==> src/rtl/uart_bus_port_pkg.sv <==
// Shared register map, bit positions and TX FSM encoding for the buffered UART port.
package uart_bus_port_pkg;

  localparam logic [1:0] REG_DATA   = 2'd0;
  localparam logic [1:0] REG_STATUS = 2'd1;
  localparam logic [1:0] REG_CTRL   = 2'd2;

  localparam int ST_RX_NONEMPTY  = 0;
  localparam int ST_TX_FULL      = 1;
  localparam int ST_RX_OVERRUN   = 2;
  localparam int ST_TX_IDLE      = 3;
  localparam int ST_TX_DROP      = 4;
  localparam int ST_RX_COUNT_LSB = 8;
  localparam int ST_TX_COUNT_LSB = 16;

  localparam int CTRL_CLR_FLAGS = 0;
  localparam int CTRL_FLUSH_RX  = 1;
  localparam int CTRL_FLUSH_TX  = 2;

  localparam int TX_WAIT_CYCLES = 4;

  typedef enum logic [1:0] {
    TX_IDLE,
    TX_START,
    TX_WAITBUSY,
    TX_WAITDONE
  } tx_state_t;

endpackage

==> src/rtl/uart_bus_port_sync_fifo.sv <==
// Synchronous FIFO with combinational head, occupancy count and flush-then-push semantics.
module sync_fifo #(
  parameter int WIDTH = 8,
  parameter int DEPTH = 16
) (
  input  logic                     clk,
  input  logic                     n_rst,
  input  logic                     push,
  input  logic                     pop,
  input  logic                     flush,
  input  logic [WIDTH-1:0]         din,
  output logic [WIDTH-1:0]         dout,
  output logic [$clog2(DEPTH):0]   count,
  output logic                     full,
  output logic                     empty
);

  localparam int AW = $clog2(DEPTH);
  localparam int CW = AW + 1;

  logic [WIDTH-1:0] mem [DEPTH];
  logic [AW-1:0]    rd_ptr;
  logic [AW-1:0]    wr_ptr;
  logic [AW-1:0]    wr_idx;
  logic             do_push;
  logic             do_pop;
  logic             we;

  assign full  = (count == CW'(DEPTH));
  assign empty = (count == '0);
  assign dout  = mem[rd_ptr];

  // A pop frees the slot this cycle, so a full FIFO still accepts a concurrent push.
  assign do_pop  = pop && !empty;
  assign do_push = push && (!full || do_pop);
  assign we      = flush ? push : do_push;
  assign wr_idx  = flush ? '0 : wr_ptr;

  always_ff @(posedge clk or negedge n_rst) begin
    if (!n_rst) begin
      rd_ptr <= '0;
      wr_ptr <= '0;
      count  <= '0;
    end else if (flush) begin
      rd_ptr <= '0;
      wr_ptr <= push ? AW'(1) : '0;
      count  <= push ? CW'(1) : '0;
    end else begin
      if (do_push) wr_ptr <= wr_ptr + AW'(1);
      if (do_pop)  rd_ptr <= rd_ptr + AW'(1);
      case ({do_push, do_pop})
        2'b10:   count <= count + CW'(1);
        2'b01:   count <= count - CW'(1);
        default: count <= count;
      endcase
    end
  end

  always_ff @(posedge clk) begin
    if (we) mem[wr_idx] <= din;
  end

endmodule

==> src/rtl/uart_bus_port.sv <==
// Memory-mapped buffered UART: bus-side DATA/STATUS/CTRL registers over TX and RX FIFOs,
// with a small FSM that hands bytes to an external uarttx.
module uart_bus_port #(
  parameter int DEPTH = 16,
  parameter int CW    = $clog2(DEPTH) + 1
) (
  input  logic        clk,
  input  logic        n_rst,
  input  logic        wen,
  input  logic [1:0]  waddr,
  input  logic [7:0]  wdata,
  input  logic        ren,
  input  logic [1:0]  raddr,
  output logic [31:0] rdata,
  output logic [7:0]  txchar,
  output logic        txen,
  input  logic        txbusy,
  input  logic [7:0]  rxchar,
  input  logic        rxdone,
  output logic        irq
);

  import uart_bus_port_pkg::*;

  logic          wen_q, ren_q;
  logic          wr_act, rd_act, ctrl_wr;
  logic          tx_push, tx_pop, tx_flush, tx_full, tx_empty;
  logic          rx_pop, rx_flush, rx_full, rx_empty;
  logic [7:0]    tx_head, rx_head;
  logic [CW-1:0] tx_count, rx_count;
  logic          rx_overrun, tx_drop;
  logic          rx_drop_ev, tx_drop_ev, flag_clr;
  logic          tx_idle;
  logic [31:0]   status, rd_val;
  tx_state_t     state, state_next;
  logic [1:0]    wait_cnt;

  // Strobes may be held across stalled cycles; only the rising edge acts.
  assign wr_act  = wen && !wen_q;
  assign rd_act  = ren && !ren_q;
  assign ctrl_wr = wr_act && (waddr == REG_CTRL);

  assign tx_push  = wr_act && (waddr == REG_DATA);
  assign tx_flush = ctrl_wr && wdata[CTRL_FLUSH_TX];
  assign rx_flush = ctrl_wr && wdata[CTRL_FLUSH_RX];
  assign flag_clr = ctrl_wr && wdata[CTRL_CLR_FLAGS];
  assign rx_pop   = rd_act && (raddr == REG_DATA) && !rx_empty;

  assign rx_drop_ev = rxdone && rx_full && !rx_pop && !rx_flush;
  assign tx_drop_ev = tx_push && tx_full && !tx_pop && !tx_flush;

  sync_fifo #(.WIDTH(8), .DEPTH(DEPTH)) u_tx_fifo (
    .clk   (clk),
    .n_rst (n_rst),
    .push  (tx_push),
    .pop   (tx_pop),
    .flush (tx_flush),
    .din   (wdata),
    .dout  (tx_head),
    .count (tx_count),
    .full  (tx_full),
    .empty (tx_empty)
  );

  sync_fifo #(.WIDTH(8), .DEPTH(DEPTH)) u_rx_fifo (
    .clk   (clk),
    .n_rst (n_rst),
    .push  (rxdone),
    .pop   (rx_pop),
    .flush (rx_flush),
    .din   (rxchar),
    .dout  (rx_head),
    .count (rx_count),
    .full  (rx_full),
    .empty (rx_empty)
  );

  assign tx_idle = tx_empty && (state == TX_IDLE) && !txbusy;
  assign irq     = !rx_empty || rx_overrun;

  always_comb begin
    status                              = '0;
    status[ST_RX_NONEMPTY]              = !rx_empty;
    status[ST_TX_FULL]                  = tx_full;
    status[ST_RX_OVERRUN]               = rx_overrun;
    status[ST_TX_IDLE]                  = tx_idle;
    status[ST_TX_DROP]                  = tx_drop;
    status[ST_RX_COUNT_LSB +: CW]       = rx_count;
    status[ST_TX_COUNT_LSB +: CW]       = tx_count;
  end

  always_comb begin
    rd_val = '0;
    case (raddr)
      REG_DATA:   rd_val = rx_empty ? 32'h0 : {24'h0, rx_head};
      REG_STATUS: rd_val = status;
      default:    rd_val = '0;
    endcase
  end

  always_ff @(posedge clk or negedge n_rst) begin
    if (!n_rst) begin
      wen_q      <= 1'b0;
      ren_q      <= 1'b0;
      rdata      <= '0;
      rx_overrun <= 1'b0;
      tx_drop    <= 1'b0;
    end else begin
      wen_q      <= wen;
      ren_q      <= ren;
      rx_overrun <= (rx_overrun && !flag_clr) || rx_drop_ev;
      tx_drop    <= (tx_drop && !flag_clr) || tx_drop_ev;
      // Hold while ren stays high: re-sampling would expose a head that was never returned.
      if (rd_act)   rdata <= rd_val;
      else if (!ren) rdata <= '0;
    end
  end

  always_ff @(posedge clk or negedge n_rst) begin
    if (!n_rst) begin
      state    <= TX_IDLE;
      wait_cnt <= '0;
      txchar   <= '0;
    end else begin
      state    <= state_next;
      wait_cnt <= (state == TX_WAITBUSY) ? wait_cnt + 2'd1 : 2'd0;
      if (tx_pop) txchar <= tx_head;
    end
  end

  always_comb begin
    state_next = state;
    tx_pop     = 1'b0;
    txen       = 1'b0;
    case (state)
      TX_IDLE: begin
        if (!tx_empty && !txbusy) begin
          tx_pop     = 1'b1;
          state_next = TX_START;
        end
      end
      TX_START: begin
        txen       = 1'b1;
        state_next = TX_WAITBUSY;
      end
      TX_WAITBUSY: begin
        // If busy never shows up, fall back to IDLE; txchar only changes on a fresh pop.
        if (txbusy)
          state_next = TX_WAITDONE;
        else if (wait_cnt == 2'(TX_WAIT_CYCLES - 1))
          state_next = TX_IDLE;
      end
      TX_WAITDONE: begin
        if (!txbusy) state_next = TX_IDLE;
      end
      default: state_next = TX_IDLE;
    endcase
  end

endmodule

==> config.mk <==
export PLATFORM = sky130hd
export DESIGN_NAME = uart_bus_port
export DESIGN_NICKNAME = d
export VERILOG_FILES = /design/src/rtl/uart_bus_port_pkg.sv /design/src/rtl/uart_bus_port_sync_fifo.sv /design/src/rtl/uart_bus_port.sv
export SDC_FILE = /design/constraint.sdc
export NUM_CORES = 1
export LEC_CHECK = 0
export ABC_AREA = 1
export BUFFER_PORTS_ARGS = -buffer_cell sky130_fd_sc_hd__buf_2
export CORE_ASPECT_RATIO = 1.2
export CORE_MARGIN = 1
export CORE_UTILIZATION = 45
export CTS_CLUSTER_DIAMETER = 200
export CTS_CLUSTER_SIZE = 40
export DETAILED_ROUTE_END_ITERATION = 10
export GPL_ROUTABILITY_DRIVEN = 0
export PLACE_DENSITY_LB_ADDON = 0.05
export SYNTH_ARGS = -nofsm -noshare
export SYNTH_HDL_FRONTEND = slang
export SYNTH_HIERARCHICAL = 1
export SYNTH_SLANG_ARGS = --single-unit
export TNS_END_PERCENT = 5
==> constraint.sdc <==
create_clock -name clk -period 2.5 [get_ports clk]
set_clock_uncertainty 0.1 [all_clocks]
set_input_delay 0.625 -clock clk [delete_from_list [all_inputs] [get_ports clk]]
set_output_delay 0.625 -clock clk [all_outputs]
set_load 0.1 [all_outputs]
---- Word level (Yosys, flattened, before mapping) ----
Memory sizes are Yosys's and may differ from the RTL's. A register that Yosys moved wholly into a read port is not among the register bits.
Index checks and enable logic that the tools add are counted.
word-level totals
  bits of input ports ..................... 26
  RAM bits ................................ 256
  flip-flop bits (word level) ............. 66
  memories kept ........................... 2
memories
  memory         depth  width  read ports  clocked after memory_dff  write ports  RTL line                       text
  u_rx_fifo.mem  16     8      1           0                         1            uart_bus_port_sync_fifo.sv:21  logic [WIDTH-1:0] mem [DEPTH];
  u_tx_fifo.mem  16     8      1           1                         1            uart_bus_port_sync_fifo.sv:21
operators by class
  multiplexer cells ....................... 37
  $add $sub $neg .......................... 9
  equality and inequality tests ........... 16
  reduce and logical (&&, ||, !) cells .... 54
operator list
  cell                                                                     count
  32-bit two-way mux                                                       2
  21-bit case mux with 2 select lines                                      1
  4-bit two-way mux                                                        10
  1-bit logical AND                                                        24
  5-bit case mux with 2 select lines                                       2
  4-bit by 1-bit adder with 4-bit output, second input constant            4
  1-bit zero test                                                          13
  1-bit two-way mux                                                        13
  2-bit equality test, second input constant                               6
  5-bit by 1-bit adder with 5-bit output, second input constant            2
  5-bit equality test, second input constant                               2
  5-bit zero test                                                          2
  2-bit two-way mux                                                        5
  5-bit two-way mux                                                        2
  5-bit by 1-bit subtractor with 5-bit output, second input constant       2
  2-bit by 1-bit equality test with 1-bit output, second input constant    4
  8-bit two-way mux                                                        1
  2-bit case mux with 4 select lines                                       1
  2-bit nonzero test                                                       4
  2-bit zero test                                                          3
  3-bit nonzero test                                                       2
  1-bit logical OR                                                         5
  2-bit by 1-bit inequality test with 1-bit output, second input constant  2
  3-bit by 2-bit inequality test with 1-bit output, second input constant  1
  3 further kinds                                                          3

---- Depth between registers and ports, before layout ----
Gate-level depths: netlist (run 1).
  depth in word-level cells ............... 11
  depth in mapped cells ................... 18
  depth with buffers taken out ............ 18

---- By module ----
The synthesis (run 1) kept the hierarchy.
by module, submodules not included
  module                  cells an instance  instances  sequential area each (sq um)  area each (sq um)
  sync_fifo at u_tx_fifo  507                1          4169.0                        6032.0
  sync_fifo at u_rx_fifo  505                1          4169.0                        5988.2
  uart_bus_port           193                1          850.8                         1591.5

---- Worst setup path after synthesis (run 1) ----
OpenSTA, ideal clock, no wires.
  kind .................................... input to register
  start ................................... input port wen
  end ..................................... memory u_rx_fifo.mem[14][0], enable pin
  setup slack ............................. 0.058 ns
  arrival ................................. 1.972 ns
  required time ........................... 2.030 ns
  cell stages on the path ................. 9
  cell sequence ........................... inv_1 -> nor2_1 -> nand3_1 -> inv_1 -> clkbuf_1 -> nand2_1 -> nand2_2 -> nand3_2 -> nor2_1
between the ends
  word-level cells in the longest chain between the ends .. 6
  elaborated cells on any way between the ends .. 7
  those cells by class .................... 4 x mux; 3 x reduce/logical
ends and longest elaborated chain
  element                                  RTL line                       text
  from (decl)                              uart_bus_port.sv:9             input logic wen,
  1-bit logical AND (*)                    uart_bus_port.sv:39            assign wr_act = wen && !wen_q;
  1-bit logical AND (*)                    uart_bus_port.sv:41            assign ctrl_wr = wr_act && (waddr == REG_CTRL);
  1-bit logical AND (*)                    uart_bus_port.sv:45            assign rx_flush = ctrl_wr && wdata[CTRL_FLUSH_RX];
  net rx_flush                             uart_bus_port.sv:28            logic rx_pop, rx_flush, rx_full, rx_empty;
  1-bit two-way mux                        uart_bus_port_sync_fifo.sv:36  assign we = flush ? push : do_push;
  1-bit two-way mux                        uart_bus_port_sync_fifo.sv:60  if (we) mem[wr_idx] <= din;
  1-bit two-way mux (not written as such)  uart_bus_port_sync_fifo.sv:60
  to (decl)                                uart_bus_port_sync_fifo.sv:21
Mark *: on every way through the listed nets, which the timed path passes. The rest lies on a longest branch.

---- Worst setup path in the final report (run 1) ----
  start ................................... register u_rx_fifo.count[0]
  end ..................................... output port irq
between the ends
  word-level cells in the longest chain between the ends .. 3
ends and longest elaborated chain
  element                 RTL line                       text
  from (decl)             uart_bus_port_sync_fifo.sv:13  output logic [$clog2(DEPTH):0] count,
  from (signal assigned)  uart_bus_port_sync_fifo.sv:47  count <= push ? CW'(1) : '0;
  from (signal assigned)  uart_bus_port_sync_fifo.sv:52  2'b10: count <= count + CW'(1);
  from (signal assigned)  uart_bus_port_sync_fifo.sv:53  2'b01: count <= count - CW'(1);
  5-bit zero test         uart_bus_port_sync_fifo.sv:30  assign empty = (count == '0);
  net rx_empty            uart_bus_port.sv:28
  1-bit zero test         uart_bus_port.sv:79            assign irq = !rx_empty || rx_overrun;
  1-bit logical OR        uart_bus_port.sv:79
  to (decl)               uart_bus_port.sv:20            output logic irq
The timed path passes the listed nets, and every way through them passes these cells.

==> flow_summary_export.csv, run 1 <==
group,metric,value,unit
die,fp.dieArea,30950,µm²
timing,fin_setup_tns,0,ns
hold_path,holdCritPathClass,"in -> reg",
yosys,yosys-top-cells-count,"256 x edfxtp_1, 243 x nor2_1, 151 x nand2_1, 103 x o21ai_0, 71 x nand3_1",
yosys,synth_top_area_cell,"edfxtp_1",
yosys,ys_seq_elements,316,
drt,vias_per_cell,5.263,
drt,drt-total-wl,32680,µm
pwr,ir_worst_vdd,0.6940,mV
layout,final_area,15200,µm²
pwr,powerDensity,1011,nW/µm²
timing,relSlewSlack,0.5773,
yosys,ys_types,40,
clock_tree,cts_buffer_depth,3,
pwr,leakage,5.808,nW
yosys,syn_area,13610,µm²
place,dp.cells,1682,
die,ios,68,
drt,vias,8963,
global_route,antenna_found_initial,0,
job,cap_violations,0,
yosys,syn_avg_cell_area,11.30,µm²
status,status,"complete, no violations",
clock_tree,cts_tree,"done",
timing,drv_slew,0,
die,chipHeight,192.5,µm
yosys,yosysSeqAreaShare,0.6751,
place,dpl-instance-area,14750,µm²
die,die_w,160.8,µm
timing,tightest_slew,0.6302,ns
layout,nFillCells,2667,
yosys,synth_top_area_share,0.5648,
yosys,synth_most_common_cell,"edfxtp_1",
layout,instances_no_fill,1703,
timing,period_needed,2.419,ns
clock_tree,clk_pin_slew,0.14,ns
timing,min_period_over_period,0.9678,
clock_tree,cts_buffers,11,
yosys,synthTopCellsByArea,"edfxtp_1 56%, dfrtp_1 11%, nor2_1 6.7%, nand2_1 4.2%, o21ai_0 3.8%",
drt,wl_per_cell,19.19,µm
yosys,synth_flop_cell,"edfxtp_1",
clock_tree,clock_sinks,316,
clock_tree,h-tree-depth,1,
drt,drtPass1Iterations,5,
place,io_buffers,53,
critical_path,cp.required,1.77,ns
critical_path,crit_fanout,2,
die,core,29700,µm²
critical_path,worstSetupEndpointType,"output pin",
place,hpwlAfterDp,22190,µm
yosys,async_reset_ff_frac,0.1899,
layout,nets,1351,
drt,drc,0,
critical_path,crit_path_start_kind,"flip-flop",
layout,drive_gt1_frac,0.1645,
global_route,grt_use_total,0.2158,
critical_path,arrival,1.69,ns
global_route,grt_remaining_overflow,0,
global_route,grt_pass1_vias,8856,
drt,drt_iter0_markers,759,
drt,drtAntennaViolNets,0,
clock_tree,cts_root_buf,"clkbuf_16",
timing,hold_violations,0,
yosys,yosys_warnings,6,
pwr,power,0.01538,W
timing,finalSetupViolCount,0,
global_route,grt_pass1_wl,50460,µm
yosys,synth_cells,1205,
yosys,synth_edf_count,256,
clock_tree,clk_latency,0.50,ns
die,fp-row-count,69,
critical_path,crit_type,"reg -> out",
layout,area_delta_synth_final,11.69,%
global_route,grt_max_degree,68,
timing,fmax,413.3,MHz
die,initial_utilization,0.4583,
layout,n_antenna_cell,0,
==> worst max-delay path, stage by stage (launching register included) <==
cell     delay [ns]
dfrtp_1        0.41
nor2_2         0.15
nand3_2        0.11
inv_2          0.07
inv_1          0.05
or2_4          0.24
buf_12         0.17
==> placed cells by master (no fill, tap or decap), types with 5 or more instances in the layout <==
master / n
a21oi_1: 14
buf_12: 6
buf_2: 52
buf_4: 89
clkbuf_16: 12
clkinv_1: 5
conb_1: 14
dfrtp_1: 56
edfxtp_1: 256
ha_1: 7
inv_1: 49
inv_2: 8
nand2_1: 151
nand3_1: 70
nand3_2: 13
nor2_1: 240
nor2_2: 10
o211ai_1: 65
o21ai_0: 103
o21ai_1: 41
xnor2_1: 6
==> routing by layer <==
metal / vias up / share of wire / GRT usage
met2: 171 / 0.54 / 0.4038
met1: 4365 / 0.39 / 0.2549
li1: 4377 / - / -
met5: - / 0 / 0
met4: 0 / 0.039 / 0.08890
met3: 50 / 0.030 / 0.01827
==> metrics by stage <==
step	hold slack [ns]	util	worst slack, ns
5_1_grt	0.1120	0.5119	-0.003949
2_1_floorplan	0.2294	-	0.05781
3_3_place_gp	0.3220	0.4967	-0.1273
6_report	0.1351	0.5119	0.08052
4_1_cts	0.1141	0.5083	0.01413
3_5_place_dp	0.3254	0.4967	-0.1835
==> report_power, final <==
group	internal, W	leakage, nW	switching (W)	total (W)
sequential	0.00620	3.08	0.000359	0.00656
clock	0.000885	0.150	0.00146	0.00235
combinational	0.00197	2.58	0.00450	0.00647
total	0.00906	5.81	0.00632	0.0154
==> logic make-up (layout without fill, tap and decap cells) <==
family	after synthesis	in the layout	share of synthesized area
simple gates	507	507	0.1620
flops	316	316	0.6751
fa+ha+maj	13	13	0.01305
compound gates	231	231	0.09881
other cells	1	14	0.0002755
buf+inv	130	225	0.04633
xor+xnor	7	7	0.004504
==> layout make-up <==
type / instances / area [µm²] / area share
Clock buffer: 14 / 307.8 / 0.02025
Inverter: 63 / 241.5 / 0.01588
Multi-Input combinational cell: 772 / 3914 / 0.2574
Sequential cell: 316 / 9194 / 0.6047
Tap cell: 390 / 488.0 / 0.03210
Timing Repair Buffer: 148 / 1059 / 0.06962
==> worst paths after layout <==
check	start	to	slack [ns]	cells after the start
max	u_rx_fifo/count[0]$_DFFE_PN0P_	irq	0.08	6
min	wen	wen_q$_DFF_PN0_	0.14	1
max reg2reg	u_tx_fifo/count[2]$_DFFE_PN0P_	u_tx_fifo/count[4]$_DFFE_PN0P_	0.22	18
min reg2reg	wait_cnt[0]$_DFF_PN0_	wait_cnt[0]$_DFF_PN0_	0.34	1
max in group asynchronous	n_rst	u_tx_fifo/rd_ptr[0]$_DFFE_PN0P_	1.45	3
min in group asynchronous	n_rst	wait_cnt[0]$_DFF_PN0_	0.55	3
==> registers in the layout (all words and copies together) (netlist names) <==
name / count
rdata: 18
ren_q: 1
rx_overrun: 1
state: 2
tx_drop: 1
txchar: 8
u_rx_fifo/count: 5
u_rx_fifo/mem: 128
u_rx_fifo/rd_ptr: 4
u_rx_fifo/wr_ptr: 4
u_tx_fifo/count: 5
u_tx_fifo/mem: 128
u_tx_fifo/rd_ptr: 4
u_tx_fifo/wr_ptr: 4
wait_cnt: 2
wen_q: 1
==> repair_timing <==
action                     in CTS  in global routing
hold buffers                    1                  0
pin swaps                       2                  5
setup endpoints to repair       1                 13
buffers inserted                0                  6
gates resized for setup         9                  9
hold endpoints to repair        1                  0
(Power assumes the default switching activity.)
==> run 2: changes to the inputs <==
==> constraint.sdc (replaced) <==
create_clock -name clk -period 2.85 [get_ports clk]
set_clock_uncertainty 0.1 [all_clocks]
set_input_delay 0.7125 -clock clk [delete_from_list [all_inputs] [get_ports clk]]
set_output_delay 0.7125 -clock clk [all_outputs]
set_load 0.1 [all_outputs]
==> run 2 against run 1 <==
Effect of this change: hold slack got worse by 0.053 ns; sequential power fell by 11%; count of clock-buffer cells in the layout is 1 lower; clock power shrank 9.8%; global-route usage shrank 0.47 points; via count fell by 2.0%; sequential share of layout area grew 1.5 points; non-clock buffer count fell by 37; critical endpoint unchanged.
==> flow_summary_export.csv, run 2 (synthesis results as in run 1) <==
group,metric,value,unit
status,status,"complete, no violations",
drt,drtPass1Iterations,7,
layout,nets,1314,
die,ios,68,
place,hpwlAfterDp,21210,µm
critical_path,cp.required,2.04,ns
timing,whs,0.08254,ns
critical_path,arrival,1.94,ns
layout,n_antenna_cell,0,
critical_path,path_delay_family,"simple AND/OR/NAND/NOR gates",
pwr,p_switching,0.005442,W
die,fp.dieArea,30950,µm²
pwr,powerDensity,887.4,nW/µm²
layout,fin_util,0.4991,
timing,tightest_slew,0.6223,ns
drt,drtAntennaViolNets,0,
clock_tree,clock_sinks,316,
global_route,grt_pass1_vias,8550,
pwr,swShare,0.4137,
place,dp.cells,1652,
drt,vias_per_cell,5.271,
critical_path,worstSetupEndpointType,"output pin",
clock_tree,cts_root_buf,"clkbuf_16",
drt,drt_iter0_markers,645,
timing,rsz0062_at_grt,"no",
global_route,grt_max_degree,68,
timing,fmax,363.7,MHz
critical_path,path_buf_inv,3,
critical_path,worst_path_largest_cell_delay,0.45,ns
die,fp-row-count,69,
drt,vias,8781,
critical_path,cp_slowest_cell,"dfrtp_1",
clock_tree,h-tree-depth,1,
layout,layout_commonest_cell,"edfxtp_1",
clock_tree,clk_latency,0.50,ns
timing,fin_setup_tns,0,ns
timing,relSlewSlack,0.5826,
layout,drive_gt1_frac,0.1317,
critical_path,crit_path_start_kind,"flip-flop",
layout,most-common-layout-cells,"256 x edfxtp_1, 243 x nor2_1, 151 x nand2_1",
clock_tree,cts_buffer_depth,3,
clock_tree,cts_hold_buf,0,
global_route,grt_use_total,0.2111,
die,chipHeight,192.5,µm
drt,drc,0,
layout,final_area,14820,µm²
layout,top_regs,"u_rx_fifo/mem (128), u_tx_fifo/mem (128), rdata (18)",
drt,drt-total-wl,32070,µm
place,io_buffers,53,
place,dpl-instance-area,14500,µm²
pwr,pwr-share-seq,0.441,
pwr,leakage,5.626,nW
pwr,p_int,0.007711,W
timing,hold_violations,0,
global_route,grt_pass1_wl,49460,µm
clock_tree,cts_tree,"done",
timing,period_needed,2.750,ns
global_route,antenna_found_initial,0,
clock_tree,clk_pin_slew,0.15,ns
pwr,ir_worst_vdd,0.5518,mV
layout,nFillCells,2757,
timing,drv_slew,0,
timing,finalSetupViolCount,0,
layout,instances_no_fill,1666,
die,core,29700,µm²
hold_path,holdCritPathClass,"in -> async",
pwr,pwr-share-comb,0.398,
global_route,grt_remaining_overflow,0,
layout,area_delta_synth_final,8.889,%
timing,min_period_over_period,0.9648,
critical_path,crit_chain,"nor2_1 -> nand3_2 -> inv_1 -> inv_1 -> or2_2 -> buf_4",
critical_path,crit_fanout,4,
die,initial_utilization,0.4583,
die,die_w,160.8,µm
critical_path,cpMostUsedCell,"inv_1",
critical_path,crit_type,"reg -> out",
clock_tree,cts_buffers,11,
job,cap_violations,0,
drt,wl_per_cell,19.25,µm
pwr,clock_power_share,0.161,
run 2: changes by cell type in the layout (fill, tap and decap cells not counted), sizes merged:
| cell | change |
|---|---|
| buf | -36 |
| clkbuf | -1 |
| dlygate4sd3 | -1 |
| bufinv | +1 |
run 2: layout make-up:
type / count / area, µm² / area share
Timing Repair Buffer: 111 / 740.7 / 0.04997
Multi-Input combinational cell: 772 / 3846 / 0.2595
Sequential cell: 316 / 9193 / 0.6202
Tap cell: 390 / 488.0 / 0.03292
Clock buffer: 13 / 282.8 / 0.01908
Inverter: 63 / 241.5 / 0.01629
Clock inverter: 1 / 30.03 / 0.002026
run 2: metal layers:
layer / vias to the layer above / wire [µm] / GRT usage
met5: - / 0 / 0
met4: 0 / 970 / 0.06713
met3: 45 / 894 / 0.01655
met2: 162 / 16930 / 0.3926
met1: 4275 / 13270 / 0.2601
li1: 4299 / - / -
run 2: final timing paths:
kind                       depth (start not counted)  slack [ns]                              end                            from
max                                                6        0.10                              irq  u_rx_fifo/count[2]$_DFFE_PN0P_
min                                                2        0.08             rdata[9]$_DFFE_PN0P_                           n_rst
max reg2reg                                       17        0.31   u_rx_fifo/count[4]$_DFFE_PN0P_  u_rx_fifo/count[2]$_DFFE_PN0P_
min reg2reg                                        1        0.34            wait_cnt[0]$_DFF_PN0_           wait_cnt[0]$_DFF_PN0_
max in group asynchronous                          2        2.26  u_tx_fifo/rd_ptr[0]$_DFFE_PN0P_                           n_rst
min in group clk                                   1        0.22                  wen_q$_DFF_PN0_                             wen
run 2: metrics by stage:
stage	setup slack, ns	total power, W
after floorplan	0.3203	0.009616
after global placement	0.1483	0.01117
after detailed placement	0.07478	0.01120
after CTS	0.009490	0.01330
after global routing	0.005003	0.01394
final	0.1004	0.01315
run 2: repair_timing:
item	4_1_cts	5_1_grt
setup endpoints to repair	0	1
buffers inserted	0	0
hold endpoints to repair	0	0
gates resized for setup	0	3
run 2: power groups by stage:
stage	logic [W]	clock network, W	registers, W
after detailed placement	0.00528	0	0.00591
after global placement	0.00526	0	0.00591
after CTS	0.00529	0.00220	0.00581
final	0.00523	0.00212	0.00581
after global routing	0.00576	0.00232	0.00587
after floorplan	0.00333	0	0.00628
==> run 3: changes to the inputs <==
==> constraint.sdc (replaced) <==
create_clock -name clk -period 2.85 [get_ports clk]
set_clock_uncertainty 0.1 [all_clocks]
set_input_delay 0.7125 -clock clk [delete_from_list [all_inputs] [get_ports clk]]
set_output_delay 0.7125 -clock clk [all_outputs]
set_load 0.05 [all_outputs]
==> run 3 against run 2 <==
Effect of this change: count of clock-buffer cells in the layout unchanged; register-to-register slack about the same; final area about the same; total power decreased by 2.7%; via count increased by 0.19%; combinational power decreased by 6.9%; sequential share of layout area about the same; global-route usage unchanged; critical path type unchanged; highest routed layer unchanged.
==> flow_summary_export.csv, run 3 (synthesis results as in run 1) <==
group,metric,value,unit
status,status,"complete, no violations",
die,initial_utilization,0.4583,
layout,layout_commonest_cell,"edfxtp_1",
die,fp.dieArea,30950,µm²
critical_path,r2r_start,"u_rx_fifo/count[2]$_DFFE_PN0P_",
clock_tree,clk_pin_slew,0.15,ns
clock_tree,clock_sinks,316,
timing,tightest_slew,0.6350,ns
global_route,grt_use_total,0.2111,
drt,drt-total-wl,32100,µm
critical_path,worstReg2RegEnd,"u_rx_fifo/count[4]$_DFFE_PN0P_",
timing,min_period_over_period,0.9528,
layout,top_regs,"u_rx_fifo/mem (128), u_tx_fifo/mem (128), rdata (18)",
clock_tree,cts_tree,"done",
layout,nFillCells,2754,
global_route,grt_max_degree,68,
pwr,ir_worst_vdd,0.4739,mV
pwr,powerDensity,863.2,nW/µm²
clock_tree,h-tree-depth,1,
drt,drc,0,
layout,area_delta_synth_final,8.870,%
layout,nets,1314,
die,chipHeight,192.5,µm
critical_path,arrival,1.90,ns
place,hpwlAfterDp,21210,µm
drt,vias_per_cell,5.281,
place,io_buffers,53,
critical_path,cp.required,2.04,ns
die,fp-row-count,69,
hold_path,holdCritPathClass,"in -> async",
timing,whs,0.08179,ns
clock_tree,cts_buffer_depth,3,
drt,drt_iter0_markers,637,
timing,rsz0062_at_grt,"no",
layout,most-common-layout-cells,"256 x edfxtp_1, 243 x nor2_1, 151 x nand2_1",
drt,drtPass1Iterations,7,
layout,final_area,14820,µm²
layout,drive_gt1_frac,0.1317,
critical_path,cp_slowest_cell,"dfrtp_1",
timing,period_needed,2.715,ns
global_route,grt_pass1_vias,8550,
clock_tree,cts_buffers,11,
critical_path,crit_type,"reg -> out",
critical_path,crit_chain,"nor2_1 -> nand3_2 -> inv_1 -> inv_1 -> or2_2 -> buf_2",
critical_path,worst_path_largest_cell_delay,0.45,ns
timing,relSlewSlack,0.5740,
critical_path,cpMostUsedCell,"inv_1",
critical_path,r2r_cells,17,
critical_path,crit_path_start_kind,"flip-flop",
place,dpl-instance-area,14500,µm²
clock_tree,cts_hold_buf,0,
clock_tree,cts_root_buf,"clkbuf_16",
timing,fin_setup_tns,0,ns
drt,drtAntennaViolNets,0,
critical_path,crit_fanout,4,
die,core,29700,µm²
critical_path,worstSetupEndpointType,"output pin",
critical_path,path_buf_inv,3,
critical_path,path_delay_family,"simple AND/OR/NAND/NOR gates",
die,ios,68,
timing,drv_slew,0,
global_route,grt_pass1_wl,49460,µm
timing,fmax,368.3,MHz
pwr,power,0.01279,W
layout,fin_util,0.4990,
timing,finalSetupViolCount,0,
clock_tree,clk_latency,0.50,ns
die,die_w,160.8,µm
critical_path,reg2reg_slack,0.31,ns
drt,vias,8798,
pwr,leakage,5.624,nW
global_route,antenna_found_initial,0,
timing,hold_violations,0,
job,cap_violations,0,
global_route,grt_remaining_overflow,0,
drt,wl_per_cell,19.27,µm
layout,n_antenna_cell,0,
==> run 3: cell counts in the layout (fill, tap and decap cells not counted) <==
Identical to the previous run, type by type.
==> run 3: per-layer routing <==
metal | GRT usage | wire, µm
met4 | 0.06713 | 943
met5 | 0 | 0
met1 | 0.2601 | 13340
met2 | 0.3926 | 17000
met3 | 0.01655 | 824
==> run 3: per-stage QoR <==
step           std cells  setup slack, ns
4_1_cts             1666          0.09136
3_5_place_dp        1652          0.07478
2_1_floorplan       1218           0.3203
3_3_place_gp        1652           0.1483
6_report            1666           0.1345
5_1_grt             1666          0.03023
==> run 3: final cells by class <==
cell class,instances,area [µm²],share of cell area
Clock buffer,13,282.8,0.01908
Inverter,63,241.5,0.01630
Clock inverter,1,30.03,0.002026
Timing Repair Buffer,111,738.2,0.04981
Sequential cell,316,9193,0.6203
Tap cell,390,488.0,0.03293
Multi-Input combinational cell,772,3846,0.2595
==> run 3: what timing repair did <==
action                                  4_1_cts  5_1_grt
buffers inserted                              0        0
endpoints found under the setup margin        0        1
gates resized for setup                       0        1
hold endpoints to repair                      0        0
==> run 3: power breakdown <==
group	leakage, nW	internal, W	switching [W]
sequential	3.08	0.00544	0.000367
combinational	2.39	0.00146	0.00341
clock	0.152	0.000811	0.00130
==> run 3: worst max path at each step <==
stage                                   startpoint                              to  slack [ns]  cells after the start
floorplan                                      wen  u_rx_fifo/mem[14][0]$_DFFE_PP_        0.32                      9
global placement                               ren  u_rx_fifo/count[3]$_DFFE_PN0P_        0.15                     14
detailed placement                             wen   u_rx_fifo/mem[0][7]$_DFFE_PP_        0.07                     10
CTS                 u_rx_fifo/count[1]$_DFFE_PN0P_                             irq        0.09                      6
global route        u_rx_fifo/count[2]$_DFFE_PN0P_                             irq        0.03                      6
finish              u_rx_fifo/count[2]$_DFFE_PN0P_                             irq        0.13                      6
